`src/rtl/mfcc_pkg.sv`:
```
// Shared MFCC types, the frame packer state encoding and the default frame sync bytes.
package mfcc_pkg;

    // One cepstral coefficient as produced by the MFCC engine.
    typedef struct packed {
        logic [15:0] mfcc_sample;
    } mfcc_data_t;

    // Frame packer sequencing: idle, two sync bytes, sequence byte, payload, checksum.
    typedef enum logic [2:0] {
        IDLE = 3'd0,
        HDR0 = 3'd1,
        HDR1 = 3'd2,
        SEQ  = 3'd3,
        DATA = 3'd4,
        CSUM = 3'd5
    } packer_state_t;

    // Default sync pattern that starts every frame on the byte stream.
    localparam logic [7:0] PACKER_SYNC0 = 8'hA5;
    localparam logic [7:0] PACKER_SYNC1 = 8'h5A;

    // Bytes of framing around the payload: SYNC0, SYNC1, SEQ and CSUM.
    localparam int unsigned PACKER_OVERHEAD_BYTES = 4;

    // Increment that sticks at the top of the 8-bit range.
    function automatic logic [7:0] sat_inc8(input logic [7:0] value);
        return (value == 8'hFF) ? value : value + 8'd1;
    endfunction

endpackage

```
`src/rtl/mfcc_frame_packer.sv`:
```
// Packs one MFCC coefficient vector into a byte frame for a downstream FIFO:
// SYNC0, SYNC1, SEQ, payload (coefficient 0 first, low byte first), CSUM.
// The vector is captured on acceptance, so the source may change it freely
// afterwards. Vectors arriving while a frame is in flight are counted and dropped.
module mfcc_frame_packer
    import mfcc_pkg::*;
#(
    parameter int unsigned NUM_COEFFICIENTS = 12,
    parameter logic [7:0]  SYNC0            = PACKER_SYNC0,
    parameter logic [7:0]  SYNC1            = PACKER_SYNC1
) (
    input  logic       clk,
    input  logic       rst,
    input  logic       mfcc_done_i,
    input  mfcc_data_t mfcc_data_i [NUM_COEFFICIENTS],
    input  logic       fifo_full_i,
    output logic       fifo_wr_en_o,
    output logic [7:0] fifo_data_o,
    output logic       busy_o,
    output logic [7:0] drop_count_o,
    output logic [7:0] seq_o
);

    localparam int unsigned DATA_BYTES = 2 * NUM_COEFFICIENTS;
    localparam int unsigned IDX_W      = (DATA_BYTES > 2) ? $clog2(DATA_BYTES) : 1;
    localparam logic [IDX_W-1:0] LAST_IDX = IDX_W'(DATA_BYTES - 1);

    packer_state_t    state_reg, state_next;
    logic [IDX_W-1:0] idx_reg, idx_next;
    logic [7:0]       csum_reg, csum_next;
    logic [7:0]       seq_reg, seq_next;
    logic [7:0]       drop_reg, drop_next;

    // Captured coefficient vector and its view as a flat payload byte stream.
    logic [15:0]      sample_reg [NUM_COEFFICIENTS];
    logic [7:0]       byte_lane  [DATA_BYTES];

    logic             accept;
    logic             wr_en;
    logic [7:0]       data_byte;

    // Payload byte 2k is the low half of coefficient k, byte 2k+1 its high half.
    generate
        for (genvar gi = 0; gi < NUM_COEFFICIENTS; gi++) begin : g_lane
            assign byte_lane[2*gi]     = sample_reg[gi][7:0];
            assign byte_lane[2*gi + 1] = sample_reg[gi][15:8];
        end
    endgenerate

    // Capture the whole coefficient vector on the accepting cycle only.
    always_ff @(posedge clk) begin
        if (!rst && accept) begin
            for (int k = 0; k < NUM_COEFFICIENTS; k++) begin
                sample_reg[k] <= mfcc_data_i[k].mfcc_sample;
            end
        end
    end

    // Frame state, payload index, running checksum and the two counters.
    always_ff @(posedge clk) begin
        if (rst) begin
            state_reg <= IDLE;
            idx_reg   <= '0;
            csum_reg  <= '0;
            seq_reg   <= '0;
            drop_reg  <= '0;
        end else begin
            state_reg <= state_next;
            idx_reg   <= idx_next;
            csum_reg  <= csum_next;
            seq_reg   <= seq_next;
            drop_reg  <= drop_next;
        end
    end

    // Next-state logic: every advance is tied to a byte actually written.
    always_comb begin
        state_next = state_reg;
        idx_next   = idx_reg;
        csum_next  = csum_reg;
        seq_next   = seq_reg;
        drop_next  = drop_reg;
        accept     = (state_reg == IDLE) && mfcc_done_i;
        wr_en      = (state_reg != IDLE) && !fifo_full_i;

        // Any vector offered mid-frame (checksum cycle included) is discarded.
        if (mfcc_done_i && (state_reg != IDLE)) begin
            drop_next = sat_inc8(drop_reg);
        end

        case (state_reg)
            IDLE: begin
                if (accept) begin
                    state_next = HDR0;
                    idx_next   = '0;
                    csum_next  = '0;
                end
            end
            HDR0: begin
                if (wr_en) begin
                    state_next = HDR1;
                end
            end
            HDR1: begin
                if (wr_en) begin
                    state_next = SEQ;
                end
            end
            SEQ: begin
                if (wr_en) begin
                    state_next = DATA;
                    csum_next  = csum_reg + seq_reg;
                end
            end
            DATA: begin
                if (wr_en) begin
                    csum_next = csum_reg + byte_lane[idx_reg];
                    if (idx_reg == LAST_IDX) begin
                        state_next = CSUM;
                        idx_next   = '0;
                    end else begin
                        idx_next = idx_reg + IDX_W'(1);
                    end
                end
            end
            CSUM: begin
                if (wr_en) begin
                    state_next = IDLE;
                    seq_next   = seq_reg + 8'd1;
                end
            end
            default: begin
                state_next = IDLE;
            end
        endcase
    end

    // Byte on offer, derived from registers only so it holds steady through a stall.
    always_comb begin
        data_byte = 8'h00;
        case (state_reg)
            HDR0:    data_byte = SYNC0;
            HDR1:    data_byte = SYNC1;
            SEQ:     data_byte = seq_reg;
            DATA:    data_byte = byte_lane[idx_reg];
            CSUM:    data_byte = csum_reg;
            default: data_byte = 8'h00;
        endcase
    end

    assign fifo_wr_en_o = wr_en;
    assign fifo_data_o  = data_byte;
    assign busy_o       = (state_reg != IDLE);
    assign drop_count_o = drop_reg;
    assign seq_o        = seq_reg;

endmodule

```
`config.mk`:
```
export PLATFORM = sky130hd
export DESIGN_NAME = mfcc_frame_packer
export DESIGN_NICKNAME = d
export VERILOG_FILES = /design/src/rtl/mfcc_pkg.sv /design/src/rtl/mfcc_frame_packer.sv
export SDC_FILE = /design/constraint.sdc
export NUM_CORES = 1
export LEC_CHECK = 0
export CORE_MARGIN = 2
export CORE_UTILIZATION = 45
export CTS_CLUSTER_SIZE = 14
export DETAILED_ROUTE_END_ITERATION = 10
export PLACE_DENSITY = 0.83
export SKIP_LAST_GASP = 1
export SYNTH_ARGS = -nofsm -noshare
export SYNTH_HDL_FRONTEND = slang
export SYNTH_SLANG_ARGS = --single-unit
export TNS_END_PERCENT = 10
```
`constraint.sdc`:
```
create_clock -name clk -period 48 [get_ports clk]
set_input_delay 7.2 -clock clk [delete_from_list [all_inputs] [get_ports clk]]
set_output_delay 7.2 -clock clk [all_outputs]
set_load 0.005 [all_outputs]
```
==> flow_summary.json, run 1 <==
{
  "setup_viol": 0,
  "antenna_found_initial": 0,
  "portBuffers": 221,
  "wl_um": 20600,
  "clock_skew_ns": 0.0182,
  "synth_area_mm2": 0.00933,
  "drive_gt1_share_pct": 11.4,
  "rsz0062_at_grt": "false",
  "synth.area.top_cells": "edfxtp_1 (62%), mux4_2 (10%), dfxtp_1 (6.9%)",
  "crit_arrival_ns": 8.44,
  "clk_pin_slew_ns": 0.06,
  "cts_buffers": 24,
  "final_cells": 1070,
  "power_density_mw_per_mm2": 35.6,
  "fin_setup_tns_ns": 0,
  "post_cts.repair.setup_buffers": 0,
  "critPathKind": "input pin to primary output",
  "rr_worst_depth": 13,
  "largest_register_ffs": 192,
  "place_area_mm2": 0.0118,
  "mostFrequentLayoutCell": "clkdlybuf4s50_1",
  "power_frac_seq_pct": 50.5,
  "syn-num-nets": 770,
  "irDropWorstVdd_mv": 0.0364,
  "die_y_um": 148,
  "p_int_mw": 0.358,
  "num_rows": 52,
  "root_buffer": "clkbuf_16",
  "n_antenna_cell": 0,
  "cts_tree": "built",
  "synthArstFlopShare_pct": 0,
  "worst_setup_path_end_kind": "primary output",
  "ant_nets": 0,
  "synth_edf_count": 192,
  "dr.pass1.iters": 7,
  "crit_required_ns": 40.80,
  "p_clk_share_pct": 41.7,
  "reg2reg_from": "idx_reg[0]",
  "layout_common_cells": "clkdlybuf4s50_1 (221), edfxtp_1 (192), mux4_2 (43), nor2_1 (40)",
  "viasPerCell": 5.35,
  "die-width_um": 148,
  "maxCapViolations": 0,
  "max_slew_margin_pct": 19.5,
  "clock_latency_ns": 0.53,
  "synthFlopType": "edfxtp_1",
  "comb_power_share_pct": 7.8,
  "cts_max_path_buffers": 3,
  "cts_hold_buf": 0,
  "finalCriticalPeriod_ns": 15.64,
  "grt_pass1_wl_um": 31500,
  "io_pins": 222,
  "num_vias": 5725,
  "post-route-period-util_pct": 32.6,
  "fmax_mhz": 63.9,
  "tightestPinTransition_ns": 1.21,
  "hp-start": "drop_count_o[7]",
  "yosysTopAreaCellShare_pct": 61.8,
  "leakagePower_nw": 4.15,
  "coreArea_mm2": 0.0203,
  "synth_cell_types": 47,
  "drc": 0,
  "status": "completed",
  "dp_hpwl_um": 14000,
  "seq_area_frac_synth_pct": 68.6,
  "htreeDepth": 1,
  "dp_cells": 1027,
  "grt_max_degree": 193,
  "hold_path.class": "flop to flop",
  "p_switching_mw": 0.0892,
  "startpoint": "fifo_full_i",
  "synth_cells": 563,
  "grt_pass1_vias": 5799,
  "critPathMaxFanout": 6,
  "hold_viol": 0,
  "drt_iter0_drc": 404,
  "cts_sinks": 224,
  "cp-start-kind": "input pin",
  "nNetsFinal": 990,
  "grt_util_all_layers_pct": 18.8,
  "synth_seq_cells": 224,
  "wl_per_cell_um": 19.2,
  "syn_area_per_cell_um2": 16.6,
  "final_area_mm2": 0.0126,
  "swShare_pct": 19.9,
  "place_congestion": 0.827,
  "timing.final.max_slew_violations": 0,
  "yosysWarningCount": 0,
  "overflow": 0,
  "syn2layout_area_growth_pct": 34.8,
  "hold_depth": 2,
  "synth_top_cell_by_area": "edfxtp_1",
  "die_area_mm2": 0.0219,
  "fill_cells": 1502,
  "ctsResizeCount": 0,
  "initial_utilization_pct": 46.0
}
cell type report:
type	count	area (um^2)	share of cell area [%]
inverters	12	45.0	0.358
clock buffers	31	627	4.98
clock inverters	12	181	1.44
multi-input cells	296	2720	21.6
well taps	270	338	2.68
repair buffers	225	2250	17.9
flip-flops and latches	224	6410	51.0
layer usage:
layer	vias up	wire length [um]	part of all wire, %	GRT usage [%]
met1	2782	7950	39	23.7
met4	0	611	3.0	6.00
met3	40	1370	6.7	4.01
met5	-	0	0	0
li1	2670	-	-	-
met2	233	10600	52	32.7
logic make-up after synthesis:
kind of cell	Yosys count	share of synthesized area, %
buffers and inverters	43	2.24
and+or+nand+nor	112	5.80
muxes	69	14.3
DFF	224	68.6
xor gates and xnor gates	18	1.69
adders and majority gates	11	1.55
AOI/OAI and AO/OA	86	5.76
power by group through the flow:
stage | combinational (mW) | sequential, mW | clock [mW]
2_1_floorplan | 0.0127 | 0.233 | 0
3_3_place_gp | 0.0343 | 0.229 | 0
3_5_place_dp | 0.0349 | 0.230 | 0
4_1_cts | 0.0351 | 0.226 | 0.191
5_1_grt | 0.0374 | 0.227 | 0.198
6_report | 0.0347 | 0.226 | 0.187
worst paths after layout:
kind | to | slack, ns
setup / recovery | fifo_wr_en_o | 32.36
hold / removal | drop_count_o[7] | 0.52
setup reg to reg | csum_reg[7] | 43.32
hold reg to reg | drop_count_o[7] | 0.52
metrics by stage:
step                setup WS [ns]  hold WS [ns]  total power [mW]  utilization (%)
finish                      32.36         0.525             0.447             62.0
global route                32.33         0.560             0.462             62.0
CTS                         32.38         0.520             0.452             62.0
detailed placement          32.38         0.509             0.265             58.0
global placement            32.40         0.489             0.264             58.0
floorplan                   25.48         0.483             0.246                -
critical path, cell delays in order:
cell and delay [ns]:
clkdlybuf4s50_1 0.59, inv_1 0.08, and2_1 0.13, clkdlybuf4s50_1 0.43
cells in the mapped netlist (10+ instances only):
library cell,count
ha_1,10
a21oi_1,29
edfxtp_1,192
mux4_2,43
clkbuf_1,16
nor2_1,40
dfxtp_1,32
o21ai_0,15
xor2_1,11
a211oi_1,15
mux2i_1,12
nand2_1,24
inv_1,11
(Power assumes the default switching activity.)
==> run 2: changes to the inputs <==
- PLACE_DENSITY: 0.83 -> 0.86
- clock period: 48 -> 12.85 ns (I/O delays scaled with it)
==> flow_summary.json, run 2 (synthesized netlist as in run 1, its figures left out) <==
{
  "hp-start": "drop_count_o[5]",
  "post_cts.repair.setup_buffers": 0,
  "hold_path.class": "flop to flop",
  "clock_skew_ns": 0.0116,
  "critPathMaxFanout": 29,
  "rsz0062_at_grt": "false",
  "ant_nets": 0,
  "num_vias": 5742,
  "coreArea_mm2": 0.0203,
  "overflow": 0,
  "r2r_slack_ns": 8.20,
  "dp_cells": 1028,
  "worst_setup_path_end_kind": "primary output",
  "path_buf_inv": 2,
  "irDropWorstVdd_mv": 0.124,
  "die_y_um": 148,
  "root_buffer": "clkbuf_16",
  "dp_hpwl_um": 14800,
  "crit_chain": "buf_4 -> mux4_2 -> mux2i_1 -> a211oi_1 -> o221ai_1 -> o22ai_1 -> clkdlybuf4s50_1",
  "timing.final.max_slew_violations": 0,
  "wl_per_cell_um": 19.8,
  "reg2reg_from": "idx_reg[0]",
  "clock_latency_ns": 0.50,
  "fill_cells": 1485,
  "slowest_delay_ns": 0.61,
  "critPathKind": "flop to primary output",
  "tightestPinTransition_ns": 1.26,
  "maxCapViolations": 0,
  "hold_depth": 2,
  "startpoint": "idx_reg[0]",
  "clk_pin_slew_ns": 0.06,
  "cts_max_path_buffers": 3,
  "num_rows": 52,
  "ctsResizeCount": 0,
  "cp-start-kind": "flop",
  "cts_sinks": 224,
  "fin_setup_tns_ns": 0,
  "rr_worst_depth": 14,
  "whs_endpoint": "drop_count_o[5]",
  "power_density_mw_per_mm2": 131,
  "final_cells": 1069,
  "wl_um": 21200,
  "cts_tree": "built",
  "mostFrequentLayoutCell": "clkdlybuf4s50_1",
  "dr.pass1.iters": 5,
  "fmax_mhz": 178,
  "portBuffers": 221,
  "layout_common_cells": "clkdlybuf4s50_1 (221), edfxtp_1 (192), mux4_2 (43), nor2_1 (40)",
  "leakagePower_nw": 4.14,
  "grt_pass1_vias": 6098,
  "antenna_found_initial": 1,
  "drive_gt1_share_pct": 11.4,
  "initial_utilization_pct": 46.0,
  "crit_required_ns": 10.92,
  "setup_viol": 0,
  "syn2layout_area_growth_pct": 34.4,
  "max_slew_margin_pct": 16.0,
  "drt_iter0_drc": 471,
  "grt_util_all_layers_pct": 19.7,
  "holdWs_ns": 0.520,
  "grt_pass1_wl_um": 33000,
  "seq_area_mm2": 0.00641,
  "finalCriticalPeriod_ns": 5.62,
  "htreeDepth": 1,
  "die-width_um": 148,
  "cp_top_family": "buffers and inverters",
  "hold_viol": 0,
  "crit_arrival_ns": 3.69,
  "nNetsFinal": 990,
  "cp_slowest_cell": "dfxtp_4",
  "largest_register_ffs": 192,
  "drc": 0,
  "r2r-end": "csum_reg[7]",
  "die_area_mm2": 0.0219,
  "cts_buffers": 23,
  "io_pins": 222,
  "status": "completed",
  "grt_max_degree": 193,
  "viasPerCell": 5.37,
  "multi_input_area_mm2": 0.00273,
  "place_congestion": 0.812,
  "cts_hold_buf": 0,
  "post-route-period-util_pct": 43.7
}
run 2: cell types whose count changed in the layout (fill, tap and decap cells not counted):
cell,change
diode_2,+1
nor3b_2,-1
clkinv_1,-2
clkinvlp_4,-1
clkinv_16,-1
clkinv_2,-1
clkbuf_8,+3
clkbuf_16,-1
bufinv_16,-1
nor3b_4,+1
inv_6,+1
buf_4,+1
run 2: power breakdown:
group | switching, mW | internal, mW
Combinational | 0.0500 | 0.0800
Sequential | 0.0124 | 0.833
Clock | 0.259 | 0.406
run 2: cell type report:
| cell class | instances | area share (%) |
|---|---|---|
| antenna | 1 | 0.0200 |
| clock buffer | 33 | 5.13 |
| clock inverter | 7 | 0.878 |
| inverter | 12 | 0.359 |
| multi-input combinational | 296 | 21.8 |
| sequential | 224 | 51.1 |
| tap | 270 | 2.69 |
| timing repair buffer | 226 | 18.0 |
run 2: worst reg2reg max path, cell delays in order (launching register included):
cell	delay [ns]
dfxtp_4	0.61
buf_4	0.58
mux4_1	0.62
nor2b_1	0.14
a211oi_1	0.23
a211oi_1	0.14
a21oi_1	0.25
o21ai_0	0.11
ha_1	0.35
inv_1	0.09
o21ai_0	0.14
a2111oi_0	0.73
nor2_1	0.13
or3_1	0.38
nand4_1	0.08
run 2: per-layer routing:
layer  share of wire (%)  wire (um)  up-vias  global-route usage (%)
met5                   0          0        -                       0
met4                 2.4        507        0                    5.33
met3                 6.9       1460       34                    3.89
met2                  52      11100      241                    35.0
met1                  38       8120     2791                    24.6
li1                    -          -     2676                       -
run 2: how the worst max path moves through the flow:
stage / to / slack (ns) / cells after the start
finish: fifo_data_o[6] / 7.23 / 7
global route: fifo_data_o[2] / 6.93 / 8
CTS: fifo_data_o[6] / 7.11 / 7
floorplan: sample_reg[0][0] / 2.46 / 3
detailed placement: fifo_data_o[6] / 7.65 / 7
global placement: fifo_data_o[4] / 7.72 / 7
run 2: per-stage QoR:
| step | power, mW | instance area [um^2] | utilization (%) | worst slack (ns) |
|---|---|---|---|---|
| 5_1_grt | 1.70 | 12500 | 61.8 | 6.93 |
| 3_5_place_dp | 0.991 | 11800 | 58.1 | 7.65 |
| 6_report | 1.64 | 12500 | 61.8 | 7.23 |
| 2_1_floorplan | 0.910 | 9340 | - | 2.46 |
| 4_1_cts | 1.66 | 12500 | 61.8 | 7.11 |
| 3_3_place_gp | 0.986 | 11800 | 58.1 | 7.72 |
